### src/rtl/if_id_pipe_pkg.sv
// Shared widths and state encodings for the fetch/decode pipeline boundary.
package if_id_pipe_pkg;

  localparam int WORD      = 64;
  localparam int INSTR_LEN = 32;

  typedef enum logic [1:0] {
    IFID_EMPTY = 2'd0,
    IFID_ONE   = 2'd1,
    IFID_TWO   = 2'd2
  } ifid_state_e;

endpackage

### src/rtl/ifid_entry.sv
// One pipeline entry: a valid bit plus PC and instruction payload.
// Load sets valid and captures payload; clear drops valid and keeps the payload.
module ifid_entry #(
  parameter int PC_W = 64,
  parameter int IW   = 32
) (
  input  logic            clk,
  input  logic            rst_n,
  input  logic            i_load,
  input  logic            i_clear,
  input  logic [PC_W-1:0] i_pc,
  input  logic [IW-1:0]   i_instr,
  output logic            o_valid,
  output logic [PC_W-1:0] o_pc,
  output logic [IW-1:0]   o_instr
);

  logic            r_valid;
  logic [PC_W-1:0] r_pc;
  logic [IW-1:0]   r_instr;

  // NOTE: payload is reset too, so decode sees zeros after reset rather than X.
  // NOTE: sequential state uses <= so every register samples pre-edge values.
  always_ff @(posedge clk or negedge rst_n) begin
    if (!rst_n) begin
      r_valid <= 1'b0;
      r_pc    <= '0;
      r_instr <= '0;
    end else if (i_load) begin
      r_valid <= 1'b1;
      r_pc    <= i_pc;
      r_instr <= i_instr;
    end else if (i_clear) begin
      r_valid <= 1'b0;
    end
  end

  assign o_valid = r_valid;
  assign o_pc    = r_pc;
  assign o_instr = r_instr;

endmodule

### src/rtl/if_id_pipe.sv
// Fetch-to-decode pipeline register with valid/ready handshake and branch flush.
// Define IFID_SKID_EN for a 2-entry skid buffer with a registered in_ready.
module if_id_pipe
  import if_id_pipe_pkg::*;
#(
  parameter int PC_W = WORD,
  parameter int IW   = INSTR_LEN
) (
  input  logic            clk,
  input  logic            reset,
  input  logic            in_valid,
  output logic            in_ready,
  input  logic [PC_W-1:0] in_pc,
  input  logic [IW-1:0]   in_instruction,
  input  logic            flush,
  output logic            out_valid,
  input  logic            out_ready,
  output logic [PC_W-1:0] out_pc,
  output logic [IW-1:0]   out_instruction
);

  logic            w_in_xfer;
  logic            w_out_xfer;
  logic            w_main_load;
  logic            w_main_clear;
  logic            w_main_valid;
  logic [PC_W-1:0] w_main_pc_d;
  logic [IW-1:0]   w_main_instr_d;

  assign w_in_xfer  = in_valid && in_ready;
  assign w_out_xfer = w_main_valid && out_ready;

  ifid_entry #(.PC_W(PC_W), .IW(IW)) u_main (
    .clk     (clk),
    .rst_n   (reset),
    .i_load  (w_main_load),
    .i_clear (w_main_clear),
    .i_pc    (w_main_pc_d),
    .i_instr (w_main_instr_d),
    .o_valid (w_main_valid),
    .o_pc    (out_pc),
    .o_instr (out_instruction)
  );

  assign out_valid = w_main_valid;

`ifdef IFID_SKID_EN
  logic            w_skid_load;
  logic            w_skid_clear;
  logic            w_skid_valid;
  logic [PC_W-1:0] w_skid_pc;
  logic [IW-1:0]   w_skid_instr;
  logic            w_main_from_skid;
  ifid_state_e     w_state;
  ifid_state_e     w_state_nxt;
  logic            r_in_ready;

  ifid_entry #(.PC_W(PC_W), .IW(IW)) u_skid (
    .clk     (clk),
    .rst_n   (reset),
    .i_load  (w_skid_load),
    .i_clear (w_skid_clear),
    .i_pc    (in_pc),
    .i_instr (in_instruction),
    .o_valid (w_skid_valid),
    .o_pc    (w_skid_pc),
    .o_instr (w_skid_instr)
  );

  // The valid bits of the two entries are the state; no separate encoding is kept.
  assign w_state = w_skid_valid ? IFID_TWO : (w_main_valid ? IFID_ONE : IFID_EMPTY);

  // NOTE: every output gets a default first so no latch is inferred.
  always_comb begin
    w_main_load      = 1'b0;
    w_main_clear     = 1'b0;
    w_skid_load      = 1'b0;
    w_skid_clear     = 1'b0;
    w_main_from_skid = 1'b0;
    w_state_nxt      = w_state;
    if (flush) begin
      w_main_clear = 1'b1;
      w_skid_clear = 1'b1;
      w_state_nxt  = IFID_EMPTY;
    end else begin
      case (w_state)
        IFID_EMPTY: begin
          if (w_in_xfer) begin
            w_main_load = 1'b1;
            w_state_nxt = IFID_ONE;
          end
        end
        IFID_ONE: begin
          if (w_in_xfer && w_out_xfer) begin
            w_main_load = 1'b1;
          end else if (w_in_xfer) begin
            w_skid_load = 1'b1;
            w_state_nxt = IFID_TWO;
          end else if (w_out_xfer) begin
            w_main_clear = 1'b1;
            w_state_nxt  = IFID_EMPTY;
          end
        end
        IFID_TWO: begin
          if (w_out_xfer) begin
            w_main_load      = 1'b1;
            w_main_from_skid = 1'b1;
            w_skid_clear     = 1'b1;
            w_state_nxt      = IFID_ONE;
          end
        end
        default: w_state_nxt = IFID_EMPTY;
      endcase
    end
  end

  assign w_main_pc_d    = w_main_from_skid ? w_skid_pc    : in_pc;
  assign w_main_instr_d = w_main_from_skid ? w_skid_instr : in_instruction;

  always_ff @(posedge clk or negedge reset) begin
    if (!reset) begin
      r_in_ready <= 1'b1;
    end else begin
      r_in_ready <= (w_state_nxt != IFID_TWO);
    end
  end

  assign in_ready = r_in_ready;
`else
  // Single entry: ready whenever the entry is free or draining this cycle.
  assign in_ready       = !w_main_valid || out_ready;
  assign w_main_pc_d    = in_pc;
  assign w_main_instr_d = in_instruction;
  assign w_main_load    = w_in_xfer && !flush;
  assign w_main_clear   = flush || (w_out_xfer && !w_in_xfer);
`endif

endmodule
### config.mk
export PLATFORM = sky130hd
export DESIGN_NAME = if_id_pipe
export DESIGN_NICKNAME = d
export VERILOG_FILES = /design/src/rtl/if_id_pipe_pkg.sv /design/src/rtl/ifid_entry.sv /design/src/rtl/if_id_pipe.sv
export SDC_FILE = /design/constraint.sdc
export NUM_CORES = 1
export LEC_CHECK = 0
export CAP_MARGIN = 20
export CORE_MARGIN = 1
export CORE_UTILIZATION = 30
export DETAILED_ROUTE_END_ITERATION = 10
export SYNTH_ARGS = -nofsm -noshare
export SYNTH_HDL_FRONTEND = slang
export SYNTH_SLANG_ARGS = --single-unit
### constraint.sdc
create_clock -name clk -period 1.92 [get_ports clk]
set_input_delay 0.384 -clock clk [delete_from_list [all_inputs] [get_ports clk]]
set_output_delay 0.384 -clock clk [all_outputs]
set_load 0.005 [all_outputs]
==> results.md <==
* # hold bufs at CTS at 0
* Post-synth EDFFs at 0
* 1st-pass router iterations at 6
* R2r setup slk at 320 ps
* # resized after CTS at 0
* Final setup fails at 0
* Nets@finish at 521
* FF+latch count, synth at 97
* Top cell type's share of synthesized area at 67.0%
* DRT iter0 DRCs at 75
* Routability Congestion at 0.707
* Post-synth cell types at 10
* First-pass GRT wire length at 14,100 microns
* Net Count, Synth at 309
* Fin. Hold Viols at 0
* Die H at 112 microns
* Core ar. at 11,600 sq um
* Reg clk slew, reported paths at 60 ps
* Failing checks: design-rule violations
* Total track usage at 14.7%
* Most frequent cells after synthesis: 97 x dfrtp_1, 56 x mux2_2, 40 x mux2_1, 5 x buf_2, 4 x buf_6
* Clock Tree Buf Depth at 2
* Via count at 2,504
* # DRC at 15
* Post-Synthesis Cells at 208
* Syn Std Cell Area at 3620 sq um
* H-tree level count at 3
* Post-Route WL at 8740 microns
* Slew Viols, Final at 0
* DR vias/cell at 4.41
* Crit Path Max Fanout at 3
* Max incr delay on CP at 440 ps
* Top post-synthesis cells by area: dfrtp_1 67%, mux2_2 17%, mux2_1 12%
* Initial Util at 31.2%
* R2r endpoint: u_main.o_pc[4]
* Maxcap violations at 0
* Nature of the critical path endpoint: output pin
* Ys async rst share at 100%
* Sink Count at 97
* Top-count cell post-synth: dfrtp_1
* Vias in the first global route at 2,754
* Leading area contributor after synthesis: dfrtp_1
* Critical path's top delay family: buffers and inverters
* Unrepaired setup endpoints after global routing: no
* Post-DRT Antenna Nets at 0
* Port bufs at 198
* YS warnings at 0
* DR WL/cell at 15.4 microns
* Die Wd at 112 microns
* Slowest stage cell, crit path: clkdlybuf4s50_1
* Detailed-placement wirelength estimate at 6620 microns
* Pwr/cell area at 930 nW/um^2
* Relative slew slack at 67.7%
* Worst Max-Slew Pin Slew at 484 ps
* Reg2reg path depth at 5
* Placement Cell Area at 5870 sq um
* Clk_lat worst skew at 330 ps
* ANT cells at 0
* Initial antenna violation count at 0
* Mean Syn Cell Area at 17.4 sq um
* Final min period at 1870 ps
* Post-CTS Setup Inserts at 0
* Final Skew at 2.74 ps
* Root Driver: clkbuf_16
* Worst r2r src: u_main.o_valid
* Area growth syn-to-layout at 69.9%
* Arrival time worst endpoint at 1490 ps
* Worst Path Required at 1540 ps
* Main synth FF type: dfrtp_1
* Status: finished, violations left
* Sequential fraction of the synthesis area at 67.0%
* Critical-path cell list: clkdlybuf4s50_1 > nor2b_2 > inv_1 > clkdlybuf4s50_1
* Total die area at 12,500 sq um
* CTS tree: yes
* Startpoint class of the critical path: input pin
* Final Cycle Share at 97.4%
* Maximum vdd drop at 0.419 mV
* Largest net degree at the start of global routing at 46
* I/O Pins at 199
* WP depth at 4
* LEAKAGE at 2.53 nW
* Rows at 39
* Final Util at 53.0%
* Crit Path Category: input pin to output pin
* Layout cells sized above 1 at 20.5%
* CTS buffer count at 9
* Cell with the most instances on the worst path: clkdlybuf4s50_1
* CP Buf/Inv Count at 3
* Max Fclk at 535 MHz
* HP Class: input pin to asynchronous set/reset pin
* Final instance area at 6160 sq um
* Total grt overflow at 0
-- layer usage --
| layer | share of wire, % | track usage, % | wire length [microns] |
|---|---|---|---|
| met2 | 49 | 23.9 | 4240 |
| met5 | 0 | 0 | 0 |
| met1 | 39 | 17.5 | 3410 |
| met3 | 10 | 5.23 | 906 |
| met4 | 2.1 | 6.76 | 184 |
-- layout make-up --
type	instances	area [sq um]
sequential	97	2430
tap	143	179
timing repair buffer	211	2140
clock inverter	2	10.0
fill	1039	5450
inverter	1	3.75
multi-input combinational	100	1120
clock buffer	14	284
-- state kept, by name, indices dropped and copies added (netlist names) --
signal / cells
u_main.o_pc: 64
u_main.o_valid: 1
u_main.o_instr: 32
-- stage by stage --
stage                     setup TNS, ps  total power [mW]  hold WS, ps  setup slack, ps  instances
after floorplan                       0              2.97         88.4              364        208
after global placement            -5300              4.01          363            -74.3        552
after detailed placement          -5910              4.04          372            -95.8        552
after CTS                             0              5.83        0.885             44.9        568
after global routing                  0              6.03         16.6             1.43        568
final                                 0              5.73         3.15             49.5        568
-- kinds of logic (layout without fill, tap and decap cells) --
family | Yosys count | after routing | synth area share [%]
flops | 97 | 97 | 67.0
mux | 96 | 96 | 29.8
buf+inv | 11 | 228 | 2.24
simple gates | 4 | 4 | 0.967
-- placed cells by master, fill, tap and decap left out, drive strengths merged --
master,synthesis,routed
clkbuf,0,14
clkdlybuf4s50,0,197
inv,1,1
nor3b,1,1
nor2b,1,1
buf,10,14
clkinv,0,2
mux2,96,96
dfrtp,97,97
nor2,2,2
-- power by group --
group	switching [mW]	internal (mW)	leakage, nW	total (mW)
Sequential	0.162	2.39	1.14	2.55
Clock	0.733	1.02	0.149	1.75
Combinational	0.396	1.03	1.24	1.42
-- how the worst max path moves through the flow --
stage,from,to
4_1_cts,out_ready,in_ready
3_5_place_dp,out_ready,u_main.o_pc[13]
2_1_floorplan,u_main.o_valid,u_main.o_instr[0]
6_report,out_ready,in_ready
5_1_grt,out_ready,in_ready
3_3_place_gp,out_ready,u_main.o_pc[30]
Power figures use the tool's default switching activity.
